`config.mk`:
```
export PLATFORM = sky130hd
export DESIGN_NAME = ram_seq_ctrl
export DESIGN_NICKNAME = d
export VERILOG_FILES = /design/src/rtl/ram_seq_ctrl.sv
export SDC_FILE = /design/constraint.sdc
export NUM_CORES = 1
export LEC_CHECK = 0
export CAP_MARGIN = 20
export CORE_ASPECT_RATIO = 0.7
export CORE_MARGIN = 1.5
export CORE_UTILIZATION = 43
export DETAILED_ROUTE_END_ITERATION = 12
export DONT_BUFFER_PORTS = 1
export GPL_TIMING_DRIVEN = 0
export HOLD_SLACK_MARGIN = 0.02
export PLACE_DENSITY = 0.67
export SLEW_MARGIN = 10
export SYNTH_ARGS = -nofsm -noshare
export SYNTH_HDL_FRONTEND = slang
export SYNTH_SLANG_ARGS = --single-unit
```
`constraint.sdc`:
```
create_clock -name clk -period 7.4 [get_ports clk]
set_input_delay 2.22 -clock clk [delete_from_list [all_inputs] [get_ports clk]]
set_output_delay 2.22 -clock clk [all_outputs]
set_load 0.005 [all_outputs]
```
`src/rtl/ram_seq_ctrl.sv`:
```
// ram_seq_ctrl
//
// Purpose: sequences a downstream 16x8 RAM through two commands.
//   FILL writes (fill_base + k) mod 256 to address k for k = 0..15.
//   SCAN reads all 16 bytes and reports their unsigned sum and maximum.
//   Results are published only when a SCAN completes. They hold through
//   FILL commands and idle time.
//
// Parameters:
//   RD_LAT     RAM read latency in clocks, from addr to valid rd_data (1..3)
//
// Ports:
//   clk        rising-edge clock
//   rst        asynchronous, active-high reset
//   start      single-cycle command request (ignored unless idle)
//   op         command select sampled with start: 0 = FILL, 1 = SCAN
//   fill_base  fill seed sampled with start
//   rd_data    RAM read data
//   addr       shared RAM read/write address
//   wr_en      RAM write enable
//   wr_data    RAM write data
//   busy       high in FILL, SCAN and DRAIN
//   done       one-cycle pulse at the end of a command
//   sum        sum of the 16 bytes read by the last SCAN
//   max_val    largest byte read by the last SCAN
module ram_seq_ctrl #(
    parameter int RD_LAT = 2
) (
    input  logic        clk,
    input  logic        rst,
    input  logic        start,
    input  logic        op,
    input  logic [7:0]  fill_base,
    input  logic [7:0]  rd_data,
    output logic [3:0]  addr,
    output logic        wr_en,
    output logic [7:0]  wr_data,
    output logic        busy,
    output logic        done,
    output logic [11:0] sum,
    output logic [7:0]  max_val
);

    typedef enum logic [2:0] {
        ST_IDLE,
        ST_FILL,
        ST_SCAN,
        ST_DRAIN,
        ST_DONE
    } state_t;

    state_t      state_reg, state_next;
    logic [3:0]  addr_reg, addr_next;
    logic        wr_en_reg, wr_en_next;
    logic [7:0]  wr_data_reg, wr_data_next;
    logic        busy_reg, busy_next;
    logic        done_reg, done_next;
    logic [11:0] sum_reg, sum_next;
    logic [7:0]  max_reg, max_next;
    logic [7:0]  base_reg, base_next;
    logic [11:0] acc_sum_reg, acc_sum_next;
    logic [7:0]  acc_max_reg, acc_max_next;
    logic [3:0]  samp_cnt_reg, samp_cnt_next;

    // Read-valid pipeline. Bit 0 is set in the cycle after a SCAN address
    // is presented. The last bit therefore marks the cycle in which
    // rd_data belongs to the address issued RD_LAT cycles earlier.
    logic [RD_LAT-1:0] vpipe_reg, vpipe_next;

    assign vpipe_next[0] = (state_reg == ST_SCAN);

    generate
        for (genvar gi = 1; gi < RD_LAT; gi++) begin : g_vpipe
            assign vpipe_next[gi] = vpipe_reg[gi-1];
        end
    endgenerate

    logic        sample_valid;
    logic [3:0]  addr_inc;
    logic [11:0] acc_sum_upd;
    logic [7:0]  acc_max_upd;

    assign sample_valid = vpipe_reg[RD_LAT-1];
    assign addr_inc     = addr_reg + 4'd1;
    assign acc_sum_upd  = acc_sum_reg + {4'd0, rd_data};
    assign acc_max_upd  = (rd_data > acc_max_reg) ? rd_data : acc_max_reg;

    always_comb begin
        state_next    = state_reg;
        addr_next     = 4'd0;
        wr_en_next    = 1'b0;
        wr_data_next  = 8'h00;
        busy_next     = 1'b0;
        done_next     = 1'b0;
        sum_next      = sum_reg;
        max_next      = max_reg;
        base_next     = base_reg;
        acc_sum_next  = acc_sum_reg;
        acc_max_next  = acc_max_reg;
        samp_cnt_next = samp_cnt_reg;

        if (sample_valid) begin
            acc_sum_next  = acc_sum_upd;
            acc_max_next  = acc_max_upd;
            samp_cnt_next = samp_cnt_reg + 4'd1;
        end

        case (state_reg)
            ST_IDLE: begin
                if (start) begin
                    base_next = fill_base;
                    busy_next = 1'b1;
                    if (!op) begin
                        state_next   = ST_FILL;
                        wr_en_next   = 1'b1;
                        wr_data_next = fill_base;
                    end else begin
                        state_next    = ST_SCAN;
                        acc_sum_next  = 12'd0;
                        acc_max_next  = 8'h00;
                        samp_cnt_next = 4'd0;
                    end
                end
            end
            ST_FILL: begin
                if (addr_reg == 4'd15) begin
                    state_next = ST_DONE;
                    done_next  = 1'b1;
                end else begin
                    busy_next    = 1'b1;
                    addr_next    = addr_inc;
                    wr_en_next   = 1'b1;
                    wr_data_next = base_reg + {4'd0, addr_inc};
                end
            end
            ST_SCAN: begin
                busy_next = 1'b1;
                if (addr_reg == 4'd15) begin
                    // Hold the last address while the final reads drain.
                    // The counter wraps only when the command ends.
                    state_next = ST_DRAIN;
                    addr_next  = addr_reg;
                end else begin
                    addr_next = addr_inc;
                end
            end
            ST_DRAIN: begin
                if (sample_valid && samp_cnt_reg == 4'd15) begin
                    // Publish using the accumulator value that includes
                    // the 16th sample, which arrives in this cycle.
                    state_next = ST_DONE;
                    done_next  = 1'b1;
                    sum_next   = acc_sum_upd;
                    max_next   = acc_max_upd;
                end else begin
                    busy_next = 1'b1;
                    addr_next = addr_reg;
                end
            end
            ST_DONE: begin
                state_next = ST_IDLE;
            end
            default: begin
                state_next = ST_IDLE;
            end
        endcase
    end

    always_ff @(posedge clk or posedge rst) begin
        if (rst) begin
            state_reg    <= ST_IDLE;
            addr_reg     <= 4'd0;
            wr_en_reg    <= 1'b0;
            wr_data_reg  <= 8'h00;
            busy_reg     <= 1'b0;
            done_reg     <= 1'b0;
            sum_reg      <= 12'd0;
            max_reg      <= 8'h00;
            base_reg     <= 8'h00;
            acc_sum_reg  <= 12'd0;
            acc_max_reg  <= 8'h00;
            samp_cnt_reg <= 4'd0;
            vpipe_reg    <= '0;
        end else begin
            state_reg    <= state_next;
            addr_reg     <= addr_next;
            wr_en_reg    <= wr_en_next;
            wr_data_reg  <= wr_data_next;
            busy_reg     <= busy_next;
            done_reg     <= done_next;
            sum_reg      <= sum_next;
            max_reg      <= max_next;
            base_reg     <= base_next;
            acc_sum_reg  <= acc_sum_next;
            acc_max_reg  <= acc_max_next;
            samp_cnt_reg <= samp_cnt_next;
            vpipe_reg    <= vpipe_next;
        end
    end

    assign addr    = addr_reg;
    assign wr_en   = wr_en_reg;
    assign wr_data = wr_data_reg;
    assign busy    = busy_reg;
    assign done    = done_reg;
    assign sum     = sum_reg;
    assign max_val = max_reg;

endmodule

```
==> metrics.txt <==
synth top area cells=dfrtp_1, ha_1, nand2_1; Startpoint Class=primary input; first-pass GRT wire length=14900 um; WL final=8780 um; post-synth top area share=45.3%; syn nets=448; XOR/XNOR Fraction of Synth Area=4.37%; Sw Ratio=38.1%; drt drc=0; worst slew pin tran=0.550 ns; clock network fraction of total power=23.4%; CTS H-tree lvls=3; hold buffer count at CTS=0; DP HPWL=6380 um; crit path kind=primary input to flop; EDFF count, synth=0; mux contribution to synthesized area=6.79%; clock root buffer master=clkbuf_16; clock skew=0.00460 ns; setup TNS=0 ns; PD cells=404 nW/um^2; Final min period=3.68 ns; crit-path max FO=4; via count=2982; gr usage total=18.9%; nets=460; Peak VDD IR=0.136 mV; Die W=118 um; Worst-path clk slew=0.06 ns; initial antenna violation count=0; I/O pin cnt=55; post-DR wirelength/cell=16.2 um; post_cts resized=0; FP Rows=29; Highest Signal Layer=met4; final std cell area, no fill=4450 sq um; Pleak=1.97 nW; largest family of logic cells by synthesized area=simple AND/OR/NAND/NOR gates; YS warnings=0; RSZ-0062 raised after global routing=false; Die Area=9850 sq um; GRT overflow=0; Comb pwr share=42.3%; Mapped Cells=403; CTS tree=yes; area leader, netlist=dfrtp_1; routability cong.=0.870; Setup crit end kind=flop; sequential power share=34.3%; Hold Fails Final Rpt=0; f_max=272 MHz; ANT nets after route=0; CP required=7.63 ns; vias in the first global route=2812; cell area after placement=4160 sq um; post-synthesis sequential area ratio=45.3%; # port buffers=0; Yosys reg bits=72; Syn Area/Cell=9.87 sq um; Critical Path AT=3.91 ns; # fillers=788; # diodes=0; max-cap violations=0; core area=9030 sq um; Starting Density=44.0%; Syn-to-layout area delta=11.9%; Avg Vias per Cell=5.49; die height=83.5 um; DRT met1 WL=4270 um; setup bufs post-CTS=0; Worst-Skew Late Latency=0.32 ns; Post-Synth Adder-Cell Area=8.24%; Psw=0.685 mW; Met2 Routed Length=3750 um; layout cell share with drive strength beyond 1=13.6%; Unique masters post-synth=55; Synth Flop Type=dfrtp_1; largest net degree at the start of global routing=49; run status=complete, no violations; simple logic cell fraction of the synthesized area=16.6%; Synth Area in Compound Gates=14.4%; Hold Crit Class=flop to flop; Met3 Routed Length=648 um; DRT iter0 DRCs=322; Slew headroom=63.4%; asr flop ratio synth=100%; # setup viols final=0; area of the mapped netlist=3980 sq um; cts bufs inserted=9; number of max-slew violations in the final report=0; DRT Pass-1 Iters=5; Bufs on Longest Clock Path=2; period utilization=49.7%; CTS sink cnt=72; Int Pwr=1.11 mW
==> power groups by stage <==
stage               logic, mW  clock network, mW  registers (mW)
floorplan               0.619                  0           0.598
global placement        0.726                  0           0.620
detailed placement      0.750                  0           0.622
CTS                     0.758              0.431           0.617
global route            0.856              0.450           0.633
finish                  0.762              0.421           0.616
==> routing by layer <==
layer	up-vias	GRT usage, %
met5	-	0
met4	0	4.55
met3	9	5.19
met2	96	27.4
met1	1459	27.9
li1	1418	-
==> cell usage in the layout (no fill, tap or decap), types with 9 or more instances in the layout <==
cell       Yosys  final
xnor2_1       10     10
a31oi_1       10     10
mux2i_1       18     18
inv_1         19     18
nand2_1       59     59
a21oi_1       14     14
nand3_1       15     15
clkbuf_16      0      9
nor2_1        33     33
o21ai_0       28     28
ha_1          23     23
dfrtp_1       72     72
==> cell usage after synthesis (2+ instances only) <==
| cell type | instances |
|---|---|
| fa_1 | 2 |
| dfrtp_1 | 72 |
| nand3_1 | 15 |
| xor2_1 | 8 |
| and3_1 | 3 |
| nand2_1 | 59 |
| o211ai_1 | 2 |
| buf_4 | 5 |
| or3_1 | 6 |
| o21a_1 | 2 |
| o21ai_1 | 6 |
| mux2i_1 | 18 |
| clkbuf_1 | 3 |
| nand4_2 | 2 |
| nor3_1 | 4 |
| a21o_1 | 4 |
| nor2b_1 | 2 |
| inv_1 | 19 |
| nor2_1 | 33 |
| a211oi_2 | 2 |
| mux2_2 | 8 |
| a221oi_2 | 2 |
| nand4_1 | 3 |
| o21ai_0 | 28 |
| o21ai_2 | 2 |
| a31oi_1 | 10 |
| a21oi_1 | 14 |
| and2_1 | 4 |
| buf_2 | 7 |
| ha_1 | 23 |
| a211oi_1 | 2 |
| xnor2_1 | 10 |
==> stage by stage <==
step | worst slack (ns) | hold WS (ns) | utilization, % | power [mW] | instances
after detailed placement | 3.42 | 0.336 | 46.1 | 1.37 | 528
after CTS | 3.75 | 0.351 | 49.3 | 1.81 | 543
after global placement | 2.52 | 0.334 | 45.8 | 1.35 | 527
after floorplan | 3.36 | 0.331 | - | 1.22 | 403
after global routing | 3.63 | 0.366 | 49.3 | 1.94 | 543
final | 3.72 | 0.347 | 49.3 | 1.80 | 543
==> critical path: stages <==
cell,delay (ns)
ha_1,0.23
fa_1,0.42
a21o_1,0.19
a21oi_2,0.26
o21ai_1,0.17
and3_1,0.21
nor3_1,0.20
==> final cells by class <==
type	count	area, sq um	area share (%)
Timing Repair Buffer	1	27.5	0.618
Tap cell	124	155	3.49
Clock buffer	11	243	5.45
Clock inverter	4	45.0	1.01
Sequential cell	72	1800	40.5
Multi-Input combinational cell	295	2010	45.1
Buffer	16	95.1	2.14
Inverter	20	77.6	1.74
==> worst paths after layout <==
check | start | to | slack, ns | depth (start not counted)
max | rd_data[0] | acc_sum_reg[6] | 3.72 | 7
min | vpipe_reg[0] | vpipe_reg[1] | 0.35 | 0
max reg2reg | addr[0] | wr_data[6] | 5.21 | 8
min reg2reg | vpipe_reg[0] | vpipe_reg[1] | 0.35 | 0
max in group asynchronous | rst | state_reg[0] | 5.12 | 2
min in group asynchronous | rst | sum[0] | 1.74 | 1
==> logic make-up (layout without fill, tap and decap cells) <==
family                   count (synthesis)  after routing
buffers and inverters                   36             52
AND/OR/NAND/NOR                        139            139
AO/OA/AOI/OAI                           86             86
multiplexers                            26             26
XOR/XNOR                                19             19
adder cells (fa/ha/maj)                 25             25
flip-flops                              72             72
No activity file was read; power rests on OpenSTA's default activity.
